==> config.mk <==
export PLATFORM = sky130hd
export DESIGN_NAME = univ_shift_reg
export DESIGN_NICKNAME = d
export VERILOG_FILES = /design/src/rtl/univ_shift_reg.sv
export SDC_FILE = /design/constraint.sdc
export NUM_CORES = 1
export LEC_CHECK = 0
export BUFFER_PORTS_ARGS = -buffer_cell sky130_fd_sc_hd__buf_4
export CAP_MARGIN = 30
export CORE_AREA = 4 4 41 43
export CTS_BUF_LIST = sky130_fd_sc_hd__clkbuf_2
export CTS_CLUSTER_DIAMETER = 80
export DETAILED_ROUTE_END_ITERATION = 12
export DIE_AREA = 0 0 45 47
export MAX_ROUTING_LAYER = met4
export REMOVE_ABC_BUFFERS = 1
export SYNTH_ARGS = -nofsm -noshare
export SYNTH_HDL_FRONTEND = slang
export SYNTH_SLANG_ARGS = --single-unit
==> constraint.sdc <==
create_clock -name clk -period 1.3 [get_ports clk]
set_input_delay 0.13 -clock clk [delete_from_list [all_inputs] [get_ports clk]]
set_output_delay 0.13 -clock clk [all_outputs]
set_load 0.005 [all_outputs]
==> src/rtl/univ_shift_reg.sv <==
// Parametrised universal shift register: hold, shift right/left, parallel load, frame-done pulse.
// Optional even-parity output enabled by defining PARITY_EN.
module univ_shift_reg #(
    parameter int               WIDTH     = 4,
    parameter logic [WIDTH-1:0] RESET_VAL = {WIDTH{1'b0}}
) (
    input  logic             clk,
    input  logic             rst,
    input  logic             en,
    input  logic [1:0]       mode,
    input  logic             si_r,
    input  logic             si_l,
    input  logic [WIDTH-1:0] pi,
    output logic [WIDTH-1:0] q,
    output logic             so_r,
    output logic             so_l,
`ifdef PARITY_EN
    output logic             parity,
`endif
    output logic             done
);

    localparam int CW = $clog2(WIDTH + 1);

    localparam logic [1:0] MODE_HOLD  = 2'b00;
    localparam logic [1:0] MODE_SHR   = 2'b01;
    localparam logic [1:0] MODE_SHL   = 2'b10;
    localparam logic [1:0] MODE_LOAD  = 2'b11;

    localparam logic [CW-1:0] CNT_LAST = CW'(WIDTH - 1);
    localparam logic [CW-1:0] CNT_ONE  = CW'(1);

    logic [WIDTH-1:0] q_reg;
    logic [WIDTH-1:0] q_next;
    logic [CW-1:0]    cnt_reg;
    logic [CW-1:0]    cnt_next;
    logic             done_reg;
    logic             done_next;

    logic [WIDTH-1:0] shr_vec;
    logic [WIDTH-1:0] shl_vec;
    logic             shift_op;

    // Per-bit neighbour selection; the end bits take the serial inputs.
    generate
        for (genvar gi = 0; gi < WIDTH; gi++) begin : g_bit
            if (gi == WIDTH - 1) begin : g_msb
                assign shr_vec[gi] = si_r;
            end else begin : g_mid_r
                assign shr_vec[gi] = q_reg[gi+1];
            end
            if (gi == 0) begin : g_lsb
                assign shl_vec[gi] = si_l;
            end else begin : g_mid_l
                assign shl_vec[gi] = q_reg[gi-1];
            end
        end
    endgenerate

    assign shift_op = en && ((mode == MODE_SHR) || (mode == MODE_SHL));

    always_comb begin
        q_next = q_reg;
        if (en) begin
            case (mode)
                MODE_SHR:  q_next = shr_vec;
                MODE_SHL:  q_next = shl_vec;
                MODE_LOAD: q_next = pi;
                default:   q_next = q_reg;
            endcase
        end
    end

    // Frame counter: a load restarts the frame, a direction change does not.
    always_comb begin
        cnt_next  = cnt_reg;
        done_next = 1'b0;
        if (en && (mode == MODE_LOAD)) begin
            cnt_next = '0;
        end else if (shift_op) begin
            if (cnt_reg == CNT_LAST) begin
                cnt_next  = '0;
                done_next = 1'b1;
            end else begin
                cnt_next = cnt_reg + CNT_ONE;
            end
        end
    end

    always_ff @(posedge clk) begin
        if (rst) begin
            q_reg    <= RESET_VAL;
            cnt_reg  <= '0;
            done_reg <= 1'b0;
        end else begin
            q_reg    <= q_next;
            cnt_reg  <= cnt_next;
            done_reg <= done_next;
        end
    end

    assign q    = q_reg;
    assign so_r = q_reg[0];
    assign so_l = q_reg[WIDTH-1];
    assign done = done_reg;

`ifdef PARITY_EN
    assign parity = ^q_reg;
`endif

endmodule

# Yosys cells after proc, flatten, opt, wreduce, memory -nomap -nowiden
# Index checks and enable logic that the tools add are counted.
# classes
n_bitwise,1
eq_ne,4
reduce_logical,7
n_mux,3
mul,0
addsub,1
magnitude_cmp,0
div_mod_pow,0
n_shift,0
# ops
operator,count
4-bit case mux with 3 select lines,1
"2-bit == test, second input constant",2
"3-bit by 1-bit adder with 3-bit output, second input constant",1
"3-bit by 2-bit == test with 1-bit output, second input constant",1
3-bit two-way mux,1
3-bit nonzero test,1
3-bit OR reduction,1
"2-bit by 1-bit == test with 1-bit output, second input constant",1
1-bit logical AND,2
2-bit AND reduction,1
2-bit OR reduction,1
1-bit logical OR,1
1-bit two-way mux,1
1-bit inverter,1
# totals
ram_bits,0
elab_cells,19
romBits,0
input_bits,11
register_bits,8
memories,0
latchBits,0

# Depth between registers and ports, before layout
# logic_depth
depth_word,5
depth_mapped,6

# Least setup slack after synthesis
# OpenSTA, ideal clock, no wires.
# synth_timing
path_type,in2reg
start,in mode[0]
end,reg cnt_reg[0]
path_slack_ns,0.191
required_ns,1.233
setup_time_ns,0.067
path_stages,5
arrival_ns,1.042
path_cell_list,inv_1 ha_1 nand3b_4 or3_1 a21oi_2
# synth_between
elab_chain_len,3
word_cells_on_any_way,7
classes_between,3 x eq/ne; 4 x reduce/logical
# synth_rtl
element,line,rtl
"start, declared",10,"input logic [1:0] mode,"
2-bit == test (tied with other cells),78,if (en && (mode == MODE_LOAD)) begin
1-bit logical AND or 1-bit logical OR (tied branches),"78, 60",
2-bit OR reduction (no source line) or 1-bit logical AND (tied branches),n/a,
"end signal, assigned",97,cnt_reg <= cnt_next;
"end, declared",35,logic [CW-1:0] cnt_reg;
# Parallel ways exist; a longest one is shown, timed or not.
# A chain may end at the register's enable or synchronous reset.

# Final worst setup path
# layout_timing
start,reg cnt_reg[0]
end,reg cnt_reg[0]
# layout_between
elab_chain_len,2
word_cells_on_any_way,3
classes_between,1 x add/sub; 1 x eq/ne; 1 x mux
# layout_rtl
element,line,rtl
3-bit by 1-bit adder with 3-bit output or 3-bit by 2-bit == test with 1-bit output (tied branches),"85, 81",
3-bit two-way mux *,81,if (cnt_reg == CNT_LAST) begin
# Mark *: on every way between the ends. The rest lies on a longest branch, timed or not.

==> results.tsv <==
stage	metric	value	unit
cts	clk-insertion-delay-late	0.25	ns
grt	grt_antenna_before_repair	0	
cells_and_area	nNetsFinal	84	
cts	clockBufferDepth	2	
placement	port_buffers	17	
synthesis	synth-seq-cells	8	
grt	gr-usage-all-layers	10.7	%
pwr	power.static_leakage	0.283	nW
synthesis	yosys.area.top_type	sky130_fd_sc_hd__dfxtp_1	
pwr	power.ir.vdd_worst	0.485	mV
floorplan	die_height	47	um
synthesis	synthesis.area	457	um2
cells_and_area	layout.cells.most_common_list	sky130_fd_sc_hd__buf_4 (19), sky130_fd_sc_hd__dfxtp_1 (8), sky130_fd_sc_hd__nand2_1 (6)	
cts	cts_root_buffer	sky130_fd_sc_hd__clkbuf_2	
cts	cts_max_level	1	
grt	gr-total-overflow	0	
placement	placed_area	581	um2
synthesis	ys_seq_area_share	35.1	%
timing	skew	0.000299	ns
drt	wl_per_cell	12.0	um
drt	antenna_left	0	
cts	numCtsBuffers	3	
grt	vias_in_the_first_global_route	371	
run_status	status	complete, no violations	
cts	cts_hold_buf	0	
floorplan	die-area	0.00212	mm2
cts	number_of_post_cts_setup_repair_buffers	0	
timing	finalSetupTns	0	ns
floorplan	start_util	35.1	%
synthesis	synth_cell_types	21	
drt	drt_first_pass_iters	4	
timing	grt_setup_unrepaired	no	
worst_setup_path	worst-endpoint-required	1.49	ns
cts	clk_transition_reported_paths	0.09	ns
timing	finalWorstPathRequiredPeriod	1.18	ns
worst_setup_path	critical_path.startpoint_type	flip-flop	
cts	cts_tree	built	
timing	final_hold_viol_count	0	
timing	timing.max_slew.rel_slack	81.8	%
pwr	power.density	921	mW/mm2
timing	final-setup-viol-count	0	
cells_and_area	largest_reg_flops	4	
worst_setup_path	worstSetupEndpointType	flip-flop	
placement	post_dp_hpwl	780	um
cells_and_area	stdcell_area	596	um2
timing	timing_limited_maximum_frequency	846	MHz
synthesis	synth_top_area_share	35.1	%
worst_setup_path	crit_path_dat	1.38	ns
grt	global_route_wire_length_before_repair	1520	um
worst_setup_path	reg2reg_slack	0.12	ns
cells_and_area	antennaDiodeCount	0	
drt	drt-initial-drc-count	7	
timing	hold_slack	0.0881	ns
worst_setup_path	critPathKind	flip-flop to flip-flop	
drt	post_drt_via_cell_ratio	4.99	
drt	wire_length_after_detailed_routing	984	um
cells_and_area	synthToLayoutAreaGrowth	30.4	%
cts	post_cts_resize_count	0	
synthesis	synth_warnings	0	
grt	maximum_number_of_pins_on_one_net_before_global_route_repair	9	
cells_and_area	post_route_cells_drive_above_1_share	37.3	%
cts	clkSinkCount	8	
worst_setup_path	cp_max_fo	3	
floorplan	floorplan.io_pins	18	
floorplan	core_region_area	0.00130	mm2
drt	drc_violations	0	
synthesis	synthTopCellsByArea	sky130_fd_sc_hd__dfxtp_1 (35%), sky130_fd_sc_hd__ha_1 (11%), sky130_fd_sc_hd__a311oi_1 (7.7%), sky130_fd_sc_hd__a22oi_1 (6.6%), sky130_fd_sc_hd__buf_4 (4.9%)	
synthesis	postSynthAreaPerCell	9.13	um2
cells_and_area	layout_commonest_cell	sky130_fd_sc_hd__buf_4	
job	maxCapViolations	0	
placement	routabilityCongestion	0.713	
timing	worst_slew_pin_slew	0.272	ns
synthesis	syn-instance-count	50	
drt	dr_vias	409	
floorplan	fp.dieW	45	um
floorplan	rows	13	
timing	finalCritPeriodShare	91.0	%
pwr	post-layout-total-power	0.549	mW
hold_path	holdCritPathClass	input pin to flip-flop	
timing	timing_max_transition_violations_final	0	
path summary, 6_finish.rpt:
path,cells past startpoint,start,end
worst max-delay path,4,cnt_reg[0],cnt_reg[0]
worst min-delay path,2,rst,cnt_reg[0]
worst max register to register,4,cnt_reg[0],cnt_reg[0]
worst min register to register,2,cnt_reg[2],cnt_reg[2]
kinds of logic after synthesis:
group,count (synthesis),synth area share [%]
AND/OR/NAND/NOR,18,22.7
AO/OA/AOI/OAI,13,21.4
flip-flops,8,35.1
adder cells (fa/ha/maj),4,11.0
buffers and inverters,7,9.86
per-stage QoR:
step | util [%] | std cells | setup WS (ns)
3_5_place_dp | 44.6 | 79 | 0.0446
4_1_cts | 45.8 | 82 | 0.121
5_1_grt | 45.8 | 82 | 0.0830
6_report | 45.8 | 82 | 0.118
2_1_floorplan | - | 45 | 0.192
3_3_place_gp | 44.6 | 79 | 0.0598
area by class of cell:
| cell class | count | area, um2 |
|---|---|---|
| inverter | 2 | 7.51 |
| fill | 140 | 706 |
| tap | 15 | 18.8 |
| multi-input combinational | 35 | 251 |
| clock buffer | 3 | 15.0 |
| sequential | 8 | 160 |
| timing repair buffer | 19 | 143 |
critical path, cell delays in order, from the launching register on:
cell	delay, ns
sky130_fd_sc_hd__dfxtp_1	0.33
sky130_fd_sc_hd__ha_1	0.22
sky130_fd_sc_hd__nor2b_1	0.14
sky130_fd_sc_hd__or3_1	0.32
sky130_fd_sc_hd__a21oi_2	0.11
metal layers:
layer,wire length [um],up-vias,GRT usage [%]
li1,-,211,-
met1,450,181,12.8
met2,438,12,14.1
met3,60,5,2.68
met4,36,0,10.5
met5,0,-,-
power breakdown:
part	switching (mW)	internal [mW]	leakage, nW
logic	0.0529	0.0678	0.205
registers	0.0119	0.258	0.0655
clock network	0.0955	0.0629	0.0125
cells in the mapped netlist:
cell type                  n
sky130_fd_sc_hd__buf_4     3
sky130_fd_sc_hd__a21oi_1   2
sky130_fd_sc_hd__nor3b_1   1
sky130_fd_sc_hd__or3_1     1
sky130_fd_sc_hd__clkbuf_1  1
sky130_fd_sc_hd__nand2b_1  1
sky130_fd_sc_hd__a22oi_1   4
sky130_fd_sc_hd__nand3b_4  1
sky130_fd_sc_hd__nor2b_1   1
sky130_fd_sc_hd__nand2_1   6
sky130_fd_sc_hd__nand4b_1  1
sky130_fd_sc_hd__buf_6     1
sky130_fd_sc_hd__ha_1      4
sky130_fd_sc_hd__dfxtp_1   8
sky130_fd_sc_hd__nor2_1    5
sky130_fd_sc_hd__o21ai_0   1
sky130_fd_sc_hd__a21oi_2   1
sky130_fd_sc_hd__a21o_2    1
sky130_fd_sc_hd__inv_1     2
sky130_fd_sc_hd__and2b_1   1
sky130_fd_sc_hd__a311oi_1  4
(Power assumes the default switching activity.)
